==> config.mk <==
export PLATFORM = sky130hd
export DESIGN_NAME = bg_scroll_renderer_flat
export DESIGN_NICKNAME = d
export VERILOG_FILES = /design/src/rtl/bg_scroll_renderer_if.sv /design/src/rtl/bg_scroll_renderer.sv /design/src/flat_wrapper.sv
export SDC_FILE = /design/constraint.sdc
export NUM_CORES = 1
export LEC_CHECK = 0
export ABC_CLOCK_PERIOD_IN_PS = 4100
export BUFFER_PORTS_ARGS = -buffer_cell sky130_fd_sc_hd__buf_2
export CAP_MARGIN = 20
export CORE_ASPECT_RATIO = 1.1
export CORE_MARGIN = 1.5
export CORE_UTILIZATION = 40
export CTS_CLUSTER_SIZE = 40
export DETAILED_ROUTE_END_ITERATION = 10
export PLACE_DENSITY_LB_ADDON = 0.05
export SYNTH_ARGS = -nofsm -noshare
export SYNTH_HDL_FRONTEND = slang
export SYNTH_SLANG_ARGS = --single-unit
export TNS_END_PERCENT = 50
==> constraint.sdc <==
create_clock -name vga_clk -period 4.1 [get_ports vga_clk]
set_clock_uncertainty 0.2 [all_clocks]
set_input_delay 0.615 -clock vga_clk [delete_from_list [all_inputs] [get_ports vga_clk]]
set_output_delay 0.615 -clock vga_clk [all_outputs]
set_load 0.05 [all_outputs]
==> src/rtl/bg_scroll_renderer_if.sv <==
// Pixel-stream bundle between the VGA timing side, the external ROM/palette and the background renderer.
// The master side drives coordinates, controls, ROM data and palette colour; the slave side is the renderer.
interface bg_scroll_renderer_if #(
    parameter int LOG2_W = 9,
    parameter int LOG2_H = 9,
    parameter int IDX_W  = 2
);
    logic [9:0]               DrawX;
    logic [9:0]               DrawY;
    logic                     blank;
    logic                     auto_scroll;
    logic [LOG2_W-1:0]        scroll_x;
    logic [LOG2_H-1:0]        scroll_y;
    logic [3:0]               fade;
    logic [LOG2_W+LOG2_H-1:0] rom_addr;
    logic [IDX_W-1:0]         rom_q;
    logic [IDX_W-1:0]         pal_idx;
    logic [11:0]              pal_rgb;
    logic [3:0]               red;
    logic [3:0]               green;
    logic [3:0]               blue;
    logic                     frame_start;

    modport master (
        output DrawX, DrawY, blank, auto_scroll, scroll_x, scroll_y, fade, rom_q, pal_rgb,
        input  rom_addr, pal_idx, red, green, blue, frame_start
    );

    modport slave (
        input  DrawX, DrawY, blank, auto_scroll, scroll_x, scroll_y, fade, rom_q, pal_rgb,
        output rom_addr, pal_idx, red, green, blue, frame_start
    );
endinterface

==> src/rtl/bg_scroll_renderer.sv <==
// Scaled, tiled, scrolled background: pixel coordinate -> ROM address -> palette -> faded RGB.
// Latency 2 + ROM_LATENCY cycles, fixed; free-running pixel stream, no backpressure.
module bg_scroll_renderer #(
    parameter int LOG2_W      = 9,
    parameter int LOG2_H      = 9,
    parameter int IDX_W       = 2,
    parameter int SCALE_SHIFT = 0,
    parameter int ROM_LATENCY = 1,
    parameter int V_ACTIVE    = 480
) (
    input  logic              vga_clk,
    input  logic              reset_n,
    bg_scroll_renderer_if.slave bus
);

    logic [LOG2_W-1:0]  off_x;
    logic [LOG2_H-1:0]  off_y;
    logic [3:0]         fade_q;
    logic               boundary;
    logic [LOG2_W-1:0]  ix;
    logic [LOG2_H-1:0]  iy;
    // bit 0 travels with rom_addr, bit ROM_LATENCY lines up with rom_q
    logic [ROM_LATENCY:0] blank_pipe;
    logic [4:0]         gain;
    logic [7:0]         prod_r;
    logic [7:0]         prod_g;
    logic [7:0]         prod_b;

    assign boundary    = (bus.DrawX == 10'd0) && (bus.DrawY == 10'(V_ACTIVE));
    assign bus.pal_idx = bus.rom_q;

    always_comb begin
        ix     = '0;
        iy     = '0;
        gain   = '0;
        prod_r = '0;
        prod_g = '0;
        prod_b = '0;
        // Truncation to the image width gives the wrap-around tiling.
        ix     = LOG2_W'(bus.DrawX >> SCALE_SHIFT) + off_x;
        iy     = LOG2_H'(bus.DrawY >> SCALE_SHIFT) + off_y;
        gain   = {1'b0, fade_q} + 5'd1;
        prod_r = {4'd0, bus.pal_rgb[11:8]} * {3'd0, gain};
        prod_g = {4'd0, bus.pal_rgb[7:4]}  * {3'd0, gain};
        prod_b = {4'd0, bus.pal_rgb[3:0]}  * {3'd0, gain};
    end

    // Scroll offsets and fade only move at the frame boundary so a frame never tears.
    always_ff @(posedge vga_clk or negedge reset_n) begin
        if (!reset_n) begin
            off_x           <= '0;
            off_y           <= '0;
            fade_q          <= 4'd15;
            bus.frame_start <= 1'b0;
        end else begin
            bus.frame_start <= boundary;
            if (boundary) begin
                fade_q <= bus.fade;
                if (bus.auto_scroll) begin
                    off_x <= off_x + bus.scroll_x;
                    off_y <= off_y + bus.scroll_y;
                end else begin
                    off_x <= bus.scroll_x;
                    off_y <= bus.scroll_y;
                end
            end
        end
    end

    always_ff @(posedge vga_clk or negedge reset_n) begin
        if (!reset_n) begin
            bus.rom_addr <= '0;
            blank_pipe   <= '0;
        end else begin
            bus.rom_addr <= {iy, ix};
            blank_pipe   <= {blank_pipe[ROM_LATENCY-1:0], bus.blank};
        end
    end

    always_ff @(posedge vga_clk or negedge reset_n) begin
        if (!reset_n) begin
            bus.red   <= '0;
            bus.green <= '0;
            bus.blue  <= '0;
        end else if (blank_pipe[ROM_LATENCY]) begin
            bus.red   <= prod_r[7:4];
            bus.green <= prod_g[7:4];
            bus.blue  <= prod_b[7:4];
        end else begin
            bus.red   <= '0;
            bus.green <= '0;
            bus.blue  <= '0;
        end
    end

endmodule
==> src/flat_wrapper.sv <==
// flat-port wrapper written by rule: the top's interface ports become plain ports
module bg_scroll_renderer_flat 
#(
    parameter int LOG2_W      = 9,
    parameter int LOG2_H      = 9,
    parameter int IDX_W       = 2,
    parameter int SCALE_SHIFT = 0,
    parameter int ROM_LATENCY = 1,
    parameter int V_ACTIVE    = 480
)
  (vga_clk, reset_n, bus_DrawX, bus_DrawY, bus_blank, bus_auto_scroll, bus_scroll_x, bus_scroll_y, bus_fade, bus_rom_q, bus_pal_rgb, bus_rom_addr, bus_pal_idx, bus_red, bus_green, bus_blue, bus_frame_start);
  bg_scroll_renderer_if #(.LOG2_W(LOG2_W), .LOG2_H(LOG2_H), .IDX_W(IDX_W)) bus_i ();
  input  logic vga_clk;
  input  logic reset_n;
  input wire logic [$bits(bus_i.DrawX)-1:0] bus_DrawX;
  input wire logic [$bits(bus_i.DrawY)-1:0] bus_DrawY;
  input wire logic [$bits(bus_i.blank)-1:0] bus_blank;
  input wire logic [$bits(bus_i.auto_scroll)-1:0] bus_auto_scroll;
  input wire logic [$bits(bus_i.scroll_x)-1:0] bus_scroll_x;
  input wire logic [$bits(bus_i.scroll_y)-1:0] bus_scroll_y;
  input wire logic [$bits(bus_i.fade)-1:0] bus_fade;
  input wire logic [$bits(bus_i.rom_q)-1:0] bus_rom_q;
  input wire logic [$bits(bus_i.pal_rgb)-1:0] bus_pal_rgb;
  output wire logic [$bits(bus_i.rom_addr)-1:0] bus_rom_addr;
  output wire logic [$bits(bus_i.pal_idx)-1:0] bus_pal_idx;
  output wire logic [$bits(bus_i.red)-1:0] bus_red;
  output wire logic [$bits(bus_i.green)-1:0] bus_green;
  output wire logic [$bits(bus_i.blue)-1:0] bus_blue;
  output wire logic [$bits(bus_i.frame_start)-1:0] bus_frame_start;
  assign bus_i.DrawX = bus_DrawX;
  assign bus_i.DrawY = bus_DrawY;
  assign bus_i.blank = bus_blank;
  assign bus_i.auto_scroll = bus_auto_scroll;
  assign bus_i.scroll_x = bus_scroll_x;
  assign bus_i.scroll_y = bus_scroll_y;
  assign bus_i.fade = bus_fade;
  assign bus_i.rom_q = bus_rom_q;
  assign bus_i.pal_rgb = bus_pal_rgb;
  assign bus_rom_addr = bus_i.rom_addr;
  assign bus_pal_idx = bus_i.pal_idx;
  assign bus_red = bus_i.red;
  assign bus_green = bus_i.green;
  assign bus_blue = bus_i.blue;
  assign bus_frame_start = bus_i.frame_start;
  bg_scroll_renderer #(.LOG2_W(LOG2_W), .LOG2_H(LOG2_H), .IDX_W(IDX_W), .SCALE_SHIFT(SCALE_SHIFT), .ROM_LATENCY(ROM_LATENCY), .V_ACTIVE(V_ACTIVE)) u_core (.vga_clk(vga_clk), .reset_n(reset_n), .bus(bus_i));
endmodule
# --- After elaboration in Yosys (flattened, before gate mapping) ---
# Index checks and enable logic that the tools add are counted.
classes:
  multipliers: 3
  mux: 5
  n_eq_ne: 1
  add_sub_neg: 5
  n_reduce_logical: 2
op_table:
  columns: ["op", "count"]
  rows:
  - ["adder 9 bit", 4]
  - ["multiplier 4 x 5 -> 8 bit", 3]
  - ["2-to-1 mux 9 bit", 2]
  - ["2-to-1 mux 4 bit", 3]
  - ["equality test 10 x 9 -> 1 bit (second input constant)", 1]
  - ["logical NOT 10 bit", 1]
  - ["adder 4 x 1 -> 5 bit (second input constant)", 1]
  - ["logical AND 1 bit", 1]
word_totals:
  ff_bits: 55
  out_inout_bits: 33
  input_bits: 60

# --- Depth between registers and ports, before layout ---
logic_depth:
  word_depth: 3
  mapped_depth: 14
  ltp_nobuf: 13

# --- Worst setup path after synthesis ---
# OpenSTA, ideal clock, no wires.
synth_path:
  kind: "flip-flop to flip-flop"
  startpoint: "reg u_core.fade_q[0]"
  endpoint: "reg u_core.bus.green[2]"
  path_buffers: 1
  arrival_ns: 3.382
  required_time_ns: 3.781
  setup_slack_ns: 0.399
  stages_incl_launch_ff: 14
  cell_sequence: "dfstp_2 > ha_1 > xor2_1 > clkbuf_1 > nand2_1 > fa_1 > inv_1 > fa_1 > ha_1 > and4_1 > a31o_2 > a21oi_1 > xnor2_1 > and2_1"
synth_between:
  elab_chain_len: 3
synth_lines:
  columns: ["element", "line_no", "source"]
  rows:
  - ["start: declaration", "bg_scroll_renderer.sv:18", "logic [3:0] fade_q;"]
  - ["start signal: assignment", "bg_scroll_renderer.sv:58", "fade_q <= bus.fade;"]
  - ["adder 4 x 1 -> 5 bit", "bg_scroll_renderer.sv:42", "gain = {1'b0, fade_q} + 5'd1;"]
  - ["multiplier 4 x 5 -> 8 bit", "bg_scroll_renderer.sv:44", "prod_g = {4'd0, bus.pal_rgb[7:4]} * {3'd0, gain};"]
  - ["2-to-1 mux 4 bit", "bg_scroll_renderer.sv:85", "end else if (blank_pipe[ROM_LATENCY]) begin"]
  - ["end signal: assignment", "bg_scroll_renderer.sv:87", "bus.green <= prod_g[7:4];"]
  - ["end: declaration", "bg_scroll_renderer_if.sv:31", "output rom_addr, pal_idx, red, green, blue, frame_start"]
# Every way passes these cells.
# A chain may end at the register's enable or synchronous reset.

# --- Worst setup path after layout ---
layout_path:
  startpoint: "reg u_core.fade_q[0]"
  endpoint: "reg u_core.bus.blue[2]"
layout_between:
  elab_chain_len: 3
layout_lines:
  columns: ["element", "line_no", "source"]
  rows:
  - ["adder 4 x 1 -> 5 bit", "bg_scroll_renderer.sv:42", null]
  - ["multiplier 4 x 5 -> 8 bit", "bg_scroll_renderer.sv:45", "prod_b = {4'd0, bus.pal_rgb[3:0]} * {3'd0, gain};"]
  - ["2-to-1 mux 4 bit", "bg_scroll_renderer.sv:85", null]
  - ["end signal: assignment", "bg_scroll_renderer.sv:88", "bus.blue <= prod_b[7:4];"]
  - ["end: declaration", "bg_scroll_renderer_if.sv:31", null]
# Every way passes these cells.

==> summary.md <==
| Metric | Value |
|---|---|
| Share of the clock period used by the worst path | 0.927 |
| Cell count after synthesis | 508 |
| Fraction of registers with async set/reset | 1.00 |
| Unrepaired setup endpoints after global routing | false |
| Slowest stage cell, crit path | sky130_fd_sc_hd__dfstp_2 |
| Core Rows | 41 |
| Part of the Yosys area used for sequential elements | 0.292 |
| Hold Crit Class | reg2reg |
| Data required, critical path | 4090 ps |
| Setup Total Neg Slack | 0 ps |
| CTS tree | done |
| Number of levels the H-tree was split into | 2 |
| Initial Util | 0.412 |
| Synthesized net count | 647 |
| Dominant cells by area after synthesis | sky130_fd_sc_hd__dfrtp_1 (27%), sky130_fd_sc_hd__ha_1 (16%), sky130_fd_sc_hd__fa_1 (8.0%) |
| Placed inst area | roughly 5300 µm² |
| IO Port Bufs | 88 |
| Horiz. Die Dim | 107 µm |
| Master cell of the clock root buffer | sky130_fd_sc_hd__clkbuf_16 |
| Wire length of the first global-routing pass | 17400 µm |
| Slowest cell delay on critical path | 620 ps |
| Ant diodes | 0 |
| Max-cap violations | 0 |
| Pins Over Slew Limit | 0 |
| Area taken by flip-flops and latches | around 1400 µm² |
| Die height | 117 µm |
| Core Region | approximately 11000 µm² |
| Iteration-0 DRC Markers | 140 |
| Ys Warns | 0 |
| Slew at the pin closest to its max-slew limit | 767 ps |
| Endpoint of the worst hold-timing path | u_core.blank_pipe[1] |
| Share of post-route cells with drive strength above 1 | 0.192 |
| Maximum frequency from static timing analysis | about 0.26 GHz |
| Status | completed |
| Post-synth top flop | sky130_fd_sc_hd__dfrtp_1 |
| Flop and latch count out of synthesis | 55 |
| Post-synthesis to final-layout area growth | 15.8% |
| Share of the synthesized area in the top cell type | 0.270 |
| Reg2Reg Capture Point | u_core.bus.blue[2] |
| Area taken by multi-input logic gates | 3140 µm² |
| Number of cells on the worst hold path | 0 |
| Vias after detailed routing | ~3800 |
| Number of I/O pins | a little over 90 |
| Cell taking the most area after synthesis | sky130_fd_sc_hd__dfrtp_1 |
| Length of the first detailed-routing pass in iterations | 4 |
| Setup CP Type | reg2reg |
| Cells resized by post-CTS repair | 0 |
| Critical path capture point type | flip-flop |
| Count of unresolved DRC violations after routing | 0 |
| Net count reported at finish | approximately 730 |
| Hold violation total from the final report | 0 |
| Die area | ~12000 µm² |
| Antenna violations before repair | 0 |
| Total leakage power | 2.84 nW |
| Power per cell area | between 200 and 250 nW/µm² |
| EDFF count, synth | 0 |
| Clock Latency Late Sink | roughly 300 ps |
| Number of buffers inserted to repair setup after CTS | 0 |
| Maximum number of pins on one net before global-route repair | 36 |
| Clk pin slew, worst setup/hold paths | ~70 ps |
| Cell breakdown of the critical path | ha_1, and2_1, fa_1, inv_1, fa_1, inv_1, ha_1, a21o_1, a31o_2, a21oi_1, xnor2_1, and2_1 |
| Avg Vias per Cell | 5.17 |
| Setup crit start | u_core.fade_q[0] |
| HPWL Detailed | 8370 µm |
| Number of global-route vias before repair | 3732 |
| Worst R2R Start | u_core.fade_q[0] |
| Number of fill cells | 1126 |
| Avg Synthesized Cell Area | 9.32 µm² |
| Biggest fanout along the worst timing path | 10 |
| Final count of negative-setup-slack endpoints | 0 |
| Register-to-register setup slack | ~300 ps |
| Post-detailed-routing wire length | around 10000 µm |
| CP Data Arrival Time | 3790 ps |
| Combined area of all synthesized cells | 4730 µm² |
| Cell count of the worst reg-to-reg path | 12 |
| Time the worst path needs with I/O delays and setup | 3800 ps |
| Final estimated routing congestion in global placement | 0.897 |
| Total routing resource utilization after global routing | 0.177 |
| Number of buffers added to fix hold violations after cts | 0 |
| Number of buffers created by CTS | 5 |
| Maximum buffer depth of the clock tree | 2 |
| CP Launch Type | flip-flop |
| Startpoint of the most critical hold path | u_core.blank_pipe[0] |
| Residual overflow from global routing | 0 |
| Worst relative slew slack | 0.488 |
| Antenna Violating Nets Remaining | 0 |
| Worst ir drop on vdd | ~0.00014 V |
| Design area | 5480 µm² |
| Most frequent cell after synthesis | sky130_fd_sc_hd__ha_1 |
| Most frequent cells after synthesis | sky130_fd_sc_hd__ha_1 (60), sky130_fd_sc_hd__dfrtp_1 (51), sky130_fd_sc_hd__nand2_1 (51), sky130_fd_sc_hd__and2_1 (35), sky130_fd_sc_hd__inv_1 (33) |
| Routed length per placed instance | roughly 14 µm |
| Library cells used by synthesis | 52 |
| TritonCTS sink count | 55 |
## critical path, delay by kind of cell, from the launching register on
family                   cells  cell delay (ps)
adder cells (fa/ha/maj)      4             1730
AO/OA/AOI/OAI                3              580
XOR/XNOR                     1               80
AND/OR/NAND/NOR              2              380
flip-flops                   1              620
buffers and inverters        2               90
## worst max-delay path by stage
stage,endpoint,slack (ps)
global route,u_core.bus.blue[2],110
global placement,u_core.bus.red[2],340
floorplan,u_core.bus.green[2],400
detailed placement,u_core.bus.blue[2],290
finish,u_core.bus.blue[2],300
CTS,u_core.bus.blue[2],290
## final cells by class
type	count	area share
Clock buffer	6	0.0235
Clock inverter	2	0.00685
Multi-Input combinational cell	401	0.574
Sequential cell	55	0.252
Inverter	34	0.0233
Timing Repair Buffer	92	0.0859
Tap cell	150	0.0343
## report_power, final
| group | internal [mW] | total [mW] | switching (mW) |
|---|---|---|---|
| clock network | 0.289 | 0.497 | 0.208 |
| logic | 0.0737 | 0.211 | 0.138 |
| registers | 0.556 | 0.562 | 0.00646 |
| total | 0.919 | 1.27 | 0.352 |
## cells by family after synthesis
| group | share of synthesized area |
|---|---|
| AND/OR/NAND/NOR | 0.194 |
| AO/OA/AOI/OAI | 0.136 |
| adder cells (fa/ha/maj) | 0.239 |
| flip-flops | 0.292 |
| buffers and inverters | 0.0436 |
| XOR/XNOR | 0.0703 |
| multiplexers | 0.0256 |
## registers in the layout, summed over array words and instances (netlist names)
name                    flops
u_core.fade_q               4
u_core.bus.blue             4
u_core.bus.rom_addr        18
u_core.off_y                9
u_core.bus.red              4
u_core.blank_pipe           2
u_core.off_x                9
u_core.bus.frame_start      1
u_core.bus.green            4
## cell usage in the layout (no fill, tap or decap), drive strengths merged, types with 2 or more instances in the layout
master   instances
buf             92
ha              60
nand2           51
dfrtp           51
and2            35
inv             34
xnor2           29
o21ai           27
nor2            25
a21oi           24
fa              19
a21o            13
nand3           11
nor2b           11
mux2i           11
a211oi          10
xor2             9
nand2b           8
nor3             7
nand3b           6
nor4             6
clkbuf           6
o41ai            4
a31o             4
dfstp            4
and4             3
and3b            3
nand4            3
a31oi            2
o21bai           2
a2111oi          2
o211ai           2
or2              2
## per-stage QoR
step	power [mW]	hold slack (ps)	worst slack, ps	instances	utilization
2_1_floorplan	0.705	119	399	508	-
3_3_place_gp	0.785	133	341	732	0.462
3_5_place_dp	0.788	142	293	732	0.462
4_1_cts	1.30	160	285	740	0.477
5_1_grt	1.33	176	112	740	0.477
6_report	1.27	154	299	740	0.477
## per-layer routing
metal	vias to the layer above	wire length [µm]	track usage
met5	-	0	0
met2	77	5280	0.322
met4	0	173	0.0507
met3	12	412	0.0293
li1	1922	-	-
met1	1814	4560	0.218
No activity file was read; power rests on OpenSTA's default activity.
